File: src/rtl/seg7_scan_ctrl.sv
// Time-multiplexed hex seven-segment scanner with leading-zero suppression,
// per-digit blink, frame-synchronous update and anti-ghost blanking.
module seg7_scan_ctrl #(
  parameter int NUM_DIGITS     = 6,
  parameter int SCAN_DIV       = 50000,
  parameter int BLINK_HALF     = 64,
  parameter bit SEG_ACTIVE_LOW = 1'b1,
  parameter bit SEL_ACTIVE_LOW = 1'b1
) (
  input  logic                    clk,
  input  logic                    reset_n,
  input  logic                    enable,
  input  logic                    load,
  input  logic [4*NUM_DIGITS-1:0] value,
  input  logic [NUM_DIGITS-1:0]   dp_in,
  input  logic [NUM_DIGITS-1:0]   blink_mask,
  input  logic                    lz_en,
  output logic [6:0]              seg,
  output logic                    dp,
  output logic [NUM_DIGITS-1:0]   dig_sel,
  output logic                    frame_tick
);

  localparam int CW = $clog2(SCAN_DIV);
  localparam int IW = $clog2(NUM_DIGITS);
  localparam int FW = (BLINK_HALF > 1) ? $clog2(BLINK_HALF) : 1;

  localparam logic [6:0]            SEG_BLANK = SEG_ACTIVE_LOW ? 7'h7F : 7'h00;
  localparam logic                  DP_BLANK  = SEG_ACTIVE_LOW;
  localparam logic [NUM_DIGITS-1:0] SEL_NONE  = SEL_ACTIVE_LOW ? '1 : '0;

  // Active-high glyphs, bit 0 = a .. bit 6 = g.
  function automatic logic [6:0] hex_glyph(input logic [3:0] h);
    case (h)
      4'h0: hex_glyph = 7'h3F;
      4'h1: hex_glyph = 7'h06;
      4'h2: hex_glyph = 7'h5B;
      4'h3: hex_glyph = 7'h4F;
      4'h4: hex_glyph = 7'h66;
      4'h5: hex_glyph = 7'h6D;
      4'h6: hex_glyph = 7'h7D;
      4'h7: hex_glyph = 7'h07;
      4'h8: hex_glyph = 7'h7F;
      4'h9: hex_glyph = 7'h6F;
      4'hA: hex_glyph = 7'h77;
      4'hB: hex_glyph = 7'h7C;
      4'hC: hex_glyph = 7'h39;
      4'hD: hex_glyph = 7'h5E;
      4'hE: hex_glyph = 7'h79;
      default: hex_glyph = 7'h71;
    endcase
  endfunction

  logic [CW-1:0]           cnt_q, cnt_d;
  logic [IW-1:0]           idx_q, idx_d;
  logic [FW-1:0]           fcnt_q, fcnt_d;
  logic                    blink_off_q, blink_off_d;
  logic                    frame_pend_q, frame_pend_d;
  logic                    pend_flag_q, pend_flag_d;
  logic [4*NUM_DIGITS-1:0] pend_val_q, pend_val_d, act_val_q, act_val_d;
  logic [NUM_DIGITS-1:0]   pend_dp_q, pend_dp_d, act_dp_q, act_dp_d;
  logic [NUM_DIGITS-1:0]   pend_blink_q, pend_blink_d, act_blink_q, act_blink_d;
  logic                    pend_lz_q, pend_lz_d, act_lz_q, act_lz_d;
  logic [6:0]              seg_q, seg_d;
  logic                    dp_q, dp_d;
  logic [NUM_DIGITS-1:0]   sel_q, sel_d;
  logic                    tick_q, tick_d;

  logic                    frame_start;
  logic                    zero_run;
  logic [NUM_DIGITS-1:0]   supp;
  logic [NUM_DIGITS-1:0]   sel_on;
  logic [3:0]              cur_digit;
  logic                    cur_dp, cur_blink, cur_supp, hide;
  logic [6:0]              seg_on;

  // Next-state: register capture, frame transfer, scan counters, output decode.
  always_comb begin
    cnt_d        = cnt_q;
    idx_d        = idx_q;
    fcnt_d       = fcnt_q;
    blink_off_d  = blink_off_q;
    frame_pend_d = frame_pend_q;
    pend_flag_d  = pend_flag_q;
    pend_val_d   = pend_val_q;
    pend_dp_d    = pend_dp_q;
    pend_blink_d = pend_blink_q;
    pend_lz_d    = pend_lz_q;
    act_val_d    = act_val_q;
    act_dp_d     = act_dp_q;
    act_blink_d  = act_blink_q;
    act_lz_d     = act_lz_q;
    zero_run     = 1'b1;
    supp         = '0;
    sel_on       = '0;
    cur_digit    = 4'h0;
    cur_dp       = 1'b0;
    cur_blink    = 1'b0;
    cur_supp     = 1'b0;

    if (load) begin
      pend_val_d   = value;
      pend_dp_d    = dp_in;
      pend_blink_d = blink_mask;
      pend_lz_d    = lz_en;
      pend_flag_d  = 1'b1;
    end

    // frame_pend_q marks the (0,0) slot reached by a wrap, so the very first
    // post-reset frame never produces a tick or a transfer.
    frame_start = enable && frame_pend_q && (cnt_q == '0) && (idx_q == '0);

    if (frame_start) begin
      frame_pend_d = 1'b0;
      pend_flag_d  = 1'b0;
      if (load) begin
        act_val_d   = value;
        act_dp_d    = dp_in;
        act_blink_d = blink_mask;
        act_lz_d    = lz_en;
      end else if (pend_flag_q) begin
        act_val_d   = pend_val_q;
        act_dp_d    = pend_dp_q;
        act_blink_d = pend_blink_q;
        act_lz_d    = pend_lz_q;
      end
      if (fcnt_q == FW'(BLINK_HALF - 1)) begin
        fcnt_d      = '0;
        blink_off_d = ~blink_off_q;
      end else begin
        fcnt_d = fcnt_q + 1'b1;
      end
    end

    if (enable) begin
      if (cnt_q == CW'(SCAN_DIV - 1)) begin
        cnt_d = '0;
        if (idx_q == IW'(NUM_DIGITS - 1)) begin
          idx_d        = '0;
          frame_pend_d = 1'b1;
        end else begin
          idx_d = idx_q + 1'b1;
        end
      end else begin
        cnt_d = cnt_q + 1'b1;
      end
    end

    for (int i = NUM_DIGITS - 1; i >= 0; i--) begin
      zero_run = zero_run && (act_val_q[4*i +: 4] == 4'h0);
      supp[i]  = act_lz_q && zero_run && (i != 0);
    end

    for (int i = 0; i < NUM_DIGITS; i++) begin
      if (idx_q == IW'(i)) begin
        cur_digit = act_val_q[4*i +: 4];
        cur_dp    = act_dp_q[i];
        cur_blink = act_blink_q[i];
        cur_supp  = supp[i];
        sel_on[i] = 1'b1;
      end
    end

    hide   = blink_off_q && cur_blink;
    seg_on = (hide || cur_supp) ? 7'h00 : hex_glyph(cur_digit);

    seg_d  = SEG_BLANK;
    dp_d   = DP_BLANK;
    sel_d  = SEL_NONE;
    tick_d = frame_start;
    if (enable && (cnt_q != '0)) begin
      seg_d = SEG_ACTIVE_LOW ? ~seg_on : seg_on;
      dp_d  = SEG_ACTIVE_LOW ? ~(cur_dp && !hide) : (cur_dp && !hide);
      sel_d = SEL_ACTIVE_LOW ? ~sel_on : sel_on;
    end
  end

  // State and output registers with synchronous active-low reset.
  always_ff @(posedge clk) begin
    if (!reset_n) begin
      cnt_q        <= '0;
      idx_q        <= '0;
      fcnt_q       <= '0;
      blink_off_q  <= 1'b0;
      frame_pend_q <= 1'b0;
      pend_flag_q  <= 1'b0;
      pend_val_q   <= '0;
      pend_dp_q    <= '0;
      pend_blink_q <= '0;
      pend_lz_q    <= 1'b0;
      act_val_q    <= '0;
      act_dp_q     <= '0;
      act_blink_q  <= '0;
      act_lz_q     <= 1'b0;
      seg_q        <= SEG_BLANK;
      dp_q         <= DP_BLANK;
      sel_q        <= SEL_NONE;
      tick_q       <= 1'b0;
    end else begin
      cnt_q        <= cnt_d;
      idx_q        <= idx_d;
      fcnt_q       <= fcnt_d;
      blink_off_q  <= blink_off_d;
      frame_pend_q <= frame_pend_d;
      pend_flag_q  <= pend_flag_d;
      pend_val_q   <= pend_val_d;
      pend_dp_q    <= pend_dp_d;
      pend_blink_q <= pend_blink_d;
      pend_lz_q    <= pend_lz_d;
      act_val_q    <= act_val_d;
      act_dp_q     <= act_dp_d;
      act_blink_q  <= act_blink_d;
      act_lz_q     <= act_lz_d;
      seg_q        <= seg_d;
      dp_q         <= dp_d;
      sel_q        <= sel_d;
      tick_q       <= tick_d;
    end
  end

  assign seg        = seg_q;
  assign dp         = dp_q;
  assign dig_sel    = sel_q;
  assign frame_tick = tick_q;

endmodule

File: config.mk
export PLATFORM = sky130hd
export DESIGN_NAME = seg7_scan_ctrl
export DESIGN_NICKNAME = d
export VERILOG_FILES = /design/src/rtl/seg7_scan_ctrl.sv
export SDC_FILE = /design/constraint.sdc
export NUM_CORES = 1
export LEC_CHECK = 0
export CORE_UTILIZATION = 35
export CTS_BUF_LIST = sky130_fd_sc_hd__clkbuf_8 sky130_fd_sc_hd__clkbuf_16
export CTS_CLUSTER_SIZE = 28
export DETAILED_ROUTE_END_ITERATION = 8
export GPL_ROUTABILITY_DRIVEN = 0
export GPL_TIMING_DRIVEN = 0
export PLACE_DENSITY = 0.62
export SYNTH_ARGS = -nofsm -noshare
export SYNTH_HDL_FRONTEND = slang
export SYNTH_SLANG_ARGS = --single-unit
File: constraint.sdc
create_clock -name clk -period 5.2 [get_ports clk]
set_clock_uncertainty 0.15 [all_clocks]
set_input_delay 1.56 -clock clk [delete_from_list [all_inputs] [get_ports clk]]
set_output_delay 1.56 -clock clk [all_outputs]
set_load 0.02 [all_outputs]
==> results.py <==
metrics = {
    "status": {
        "status": "complete, no violations",
    },
    "hold_path": {
        "worstHoldPathType": "reg -> reg",
        "min_from": "act_dp_q[5]",
        "whs_endpoint": "act_dp_q[5]",
        "hold_depth": 1,
    },
    "sta": {
        "maxSlewViolCount": 0,
        "fin_tns_setup_ps": 0,
        "grt_setup_unrepaired": "no",
        "setup_ws_ps": 1150,
        "tightestPinTransition_ps": 783,
        "finalHoldViolations": 0,
        "min_period_ps": 4050,
        "period_share_pct": 77.8,
        "setup_viol": 0,
        "fmax_mhz": 247,
        "max_slew_margin_pct": 47.8,
    },
    "layout": {
        "mostFrequentLayoutCell": "dfxtp_1",
        "n_antenna_cell": 0,
        "syn2layout_area_growth_pct": 26.8,
        "layout_common_cells": "117 x dfxtp_1, 69 x nand2_1, 54 x clkdlybuf4s50_1",
        "fin_nets": 652,
        "drive_above_1_share_pct": 7.33,
    },
    "die": {
        "die_y_um": 123,
        "die_w_um": 123,
        "fp-row-count": 43,
        "initial_utilization_pct": 36.4,
        "dieArea_mm2": 0.0151,
        "ios": 56,
        "core_mm2": 0.0140,
    },
    "logic_synthesis": {
        "yosys_register_bits": 117,
        "ys.flop_type": "dfxtp_1",
        "synth_edf_count": 0,
        "ys.warnings.count": 0,
        "ys_seq_area_share_pct": 45.9,
        "netlist_area_mm2": 0.00511,
        "syn-num-nets": 579,
        "synthCells": 528,
        "synthArstFlopShare_pct": 0,
        "synthDistinctLibCells": 50,
        "avgSynthCellArea_um2": 9.67,
    },
    "cts": {
        "clock_sinks": 117,
        "clk_pin_slew_worst_paths_ps": 50,
        "cts_root_buf": "clkbuf_16",
        "htree_levels": 4,
        "cts-buffers-inserted": 17,
        "clkLatencyLatePin_ps": 410,
        "cts_hold_buf": 0,
        "cts_resized": 0,
        "cts_max_path_buffers": 2,
        "cts_tree": "yes",
        "post-cts-setup-buffers": 0,
    },
    "critical_path": {
        "cp-start-kind": "flop",
        "reg2reg_depth": 13,
        "crit_fanout": 10,
        "crit_type": "reg -> reg",
        "worst_ep_arrival_time_ps": 4160,
        "rrSetupSlack_ps": 1150,
        "r2r-start": "idx_q[1]",
        "r2r-end": "seg[3]",
        "critical_path_required_ps": 5320,
        "crit_path_end_kind": "flop",
    },
    "global_route": {
        "grt_pass1_vias": 3921,
        "grt_pass1_wl_um": 19100,
        "gr-total-overflow": 0,
        "grt_max_degree": 17,
        "grtUsageTotal_pct": 16.7,
        "antenna_found_initial": 0,
    },
    "drt": {
        "ant_nets": 0,
        "wire_per_inst_um": 14.7,
        "num_vias": 4035,
        "drt_iter0_markers": 268,
        "first_pass_iters": 6,
        "routed_wl_um": 11700,
        "drcViolationCount": 0,
        "drt-vias-per-instance": 5.08,
    },
    "power": {
        "p_leak_nw": 2.93,
        "vdd_drop_max_mv": 0.199,
        "powerDensity_mw_per_mm2": 343,
    },
    "flow_run": {
        "max_cap_violations": 0,
    },
    "placed_design": {
        "dpl.hpwl_um": 8400,
        "preCtsSetupSlack_ps": 965,
        "portBuffers": 54,
    },
}
## how the worst max path moves through the flow
stage / slack, ps / from / end / depth (start not counted)
finish: 1150 / idx_q[1] / seg[3] / 13
global route: 810 / idx_q[1] / seg[6] / 13
CTS: 1210 / idx_q[0] / seg[6] / 13
detailed placement: 960 / load / act_val_q[13] / 6
global placement: 990 / load / act_val_q[19] / 6
floorplan: 1910 / idx_q[0] / seg[6] / 13
## layer usage
| metal | global-route usage [%] | vias to the layer above | routed length (µm) |
|---|---|---|---|
| met5 | 0 | - | 0 |
| met2 | 26.3 | 108 | 5450 |
| met1 | 21.0 | 1908 | 5480 |
| met3 | 5.11 | 11 | 631 |
| met4 | 7.09 | 0 | 126 |
| li1 | - | 2008 | - |
## synth_stat cells (all sizes together), types with 2 or more instances
master / instances / area [µm²]
a31oi: 3 / 18.8
nand2b: 6 / 37.5
buf: 15 / 100
or4: 2 / 18.8
xnor2: 6 / 52.6
nor4: 7 / 43.8
a221oi: 3 / 26.3
and3: 6 / 37.5
xor2: 12 / 105
nand4: 8 / 50.1
or3: 4 / 25.0
o21ai: 14 / 70.1
o22ai: 3 / 18.8
dfxtp: 117 / 2340
ha: 10 / 125
o211a: 38 / 380
a21boi: 5 / 37.5
and2: 7 / 43.8
nor2: 24 / 90.1
nand3: 13 / 65.1
a221o: 3 / 30.0
a21oi: 5 / 25.0
o211ai: 2 / 15.0
nor2b: 45 / 282
nand2: 69 / 259
inv: 9 / 33.8
a211oi: 3 / 22.5
mux2i: 48 / 480
nor3: 3 / 26.3
clkbuf: 20 / 75.1
mux2: 5 / 56.3
## report_power, final
part           switching [mW]  internal, mW  leakage, nW
Sequential            0.00713         0.920        0.952
Clock                   0.390         0.781        0.305
Combinational          0.0580        0.0636         1.68
## area by class of cell
type | count | area (µm²)
buffer | 35 | 175
clock buffer | 20 | 467
clock inverter | 12 | 136
fill | 1339 | 7570
inverter | 9 | 33.8
multi-input combinational | 367 | 2560
sequential | 117 | 2340
tap | 180 | 225
timing repair buffer | 54 | 541
## worst max-delay path, stage by stage (launching register included)
cell       delay [ps]
dfxtp_1           300
clkbuf_1          430
clkbuf_1          440
and2_1            200
ha_1              140
clkbuf_1          300
clkbuf_1          390
nand2b_1           90
a31oi_1           550
inv_1             150
ha_1              300
mux2_2            280
nand2_1            70
o2111ai_1         110
## registers in the layout (all words and copies together), names as in the netlist, 3 cells and up
| signal | flops |
|---|---|
| fcnt_q | 6 |
| act_val_q | 24 |
| seg | 7 |
| act_blink_q | 6 |
| idx_q | 3 |
| pend_dp_q | 6 |
| cnt_q | 16 |
| act_dp_q | 6 |
| dig_sel | 6 |
| pend_val_q | 24 |
| pend_blink_q | 6 |
## per-stage QoR
| step | instance area, µm² | power [mW] | instances | hold slack, ps | utilization (%) |
|---|---|---|---|---|---|
| after global routing | 6480 | 2.31 | 794 | 359 | 46.1 |
| after detailed placement | 5870 | 1.07 | 762 | 339 | 41.8 |
| after floorplan | 5110 | 1.01 | 528 | 307 | - |
| after CTS | 6480 | 2.25 | 794 | 348 | 46.1 |
| after global placement | 5870 | 1.07 | 762 | 325 | 41.8 |
| final | 6480 | 2.22 | 794 | 350 | 46.1 |
## cell families (layout without fill, tap and decap cells)
logic type	count (synthesis)	in the layout	share of synthesized area (%)
AO/OA/AOI/OAI	87	87	14.0
XOR/XNOR	18	18	3.09
adder cells (fa/ha/maj)	10	10	2.45
buffers and inverters	44	130	4.09
flip-flops	117	117	45.9
multiplexers	53	53	10.5
AND/OR/NAND/NOR	199	199	20.0
No activity file was read; power rests on OpenSTA's default activity.
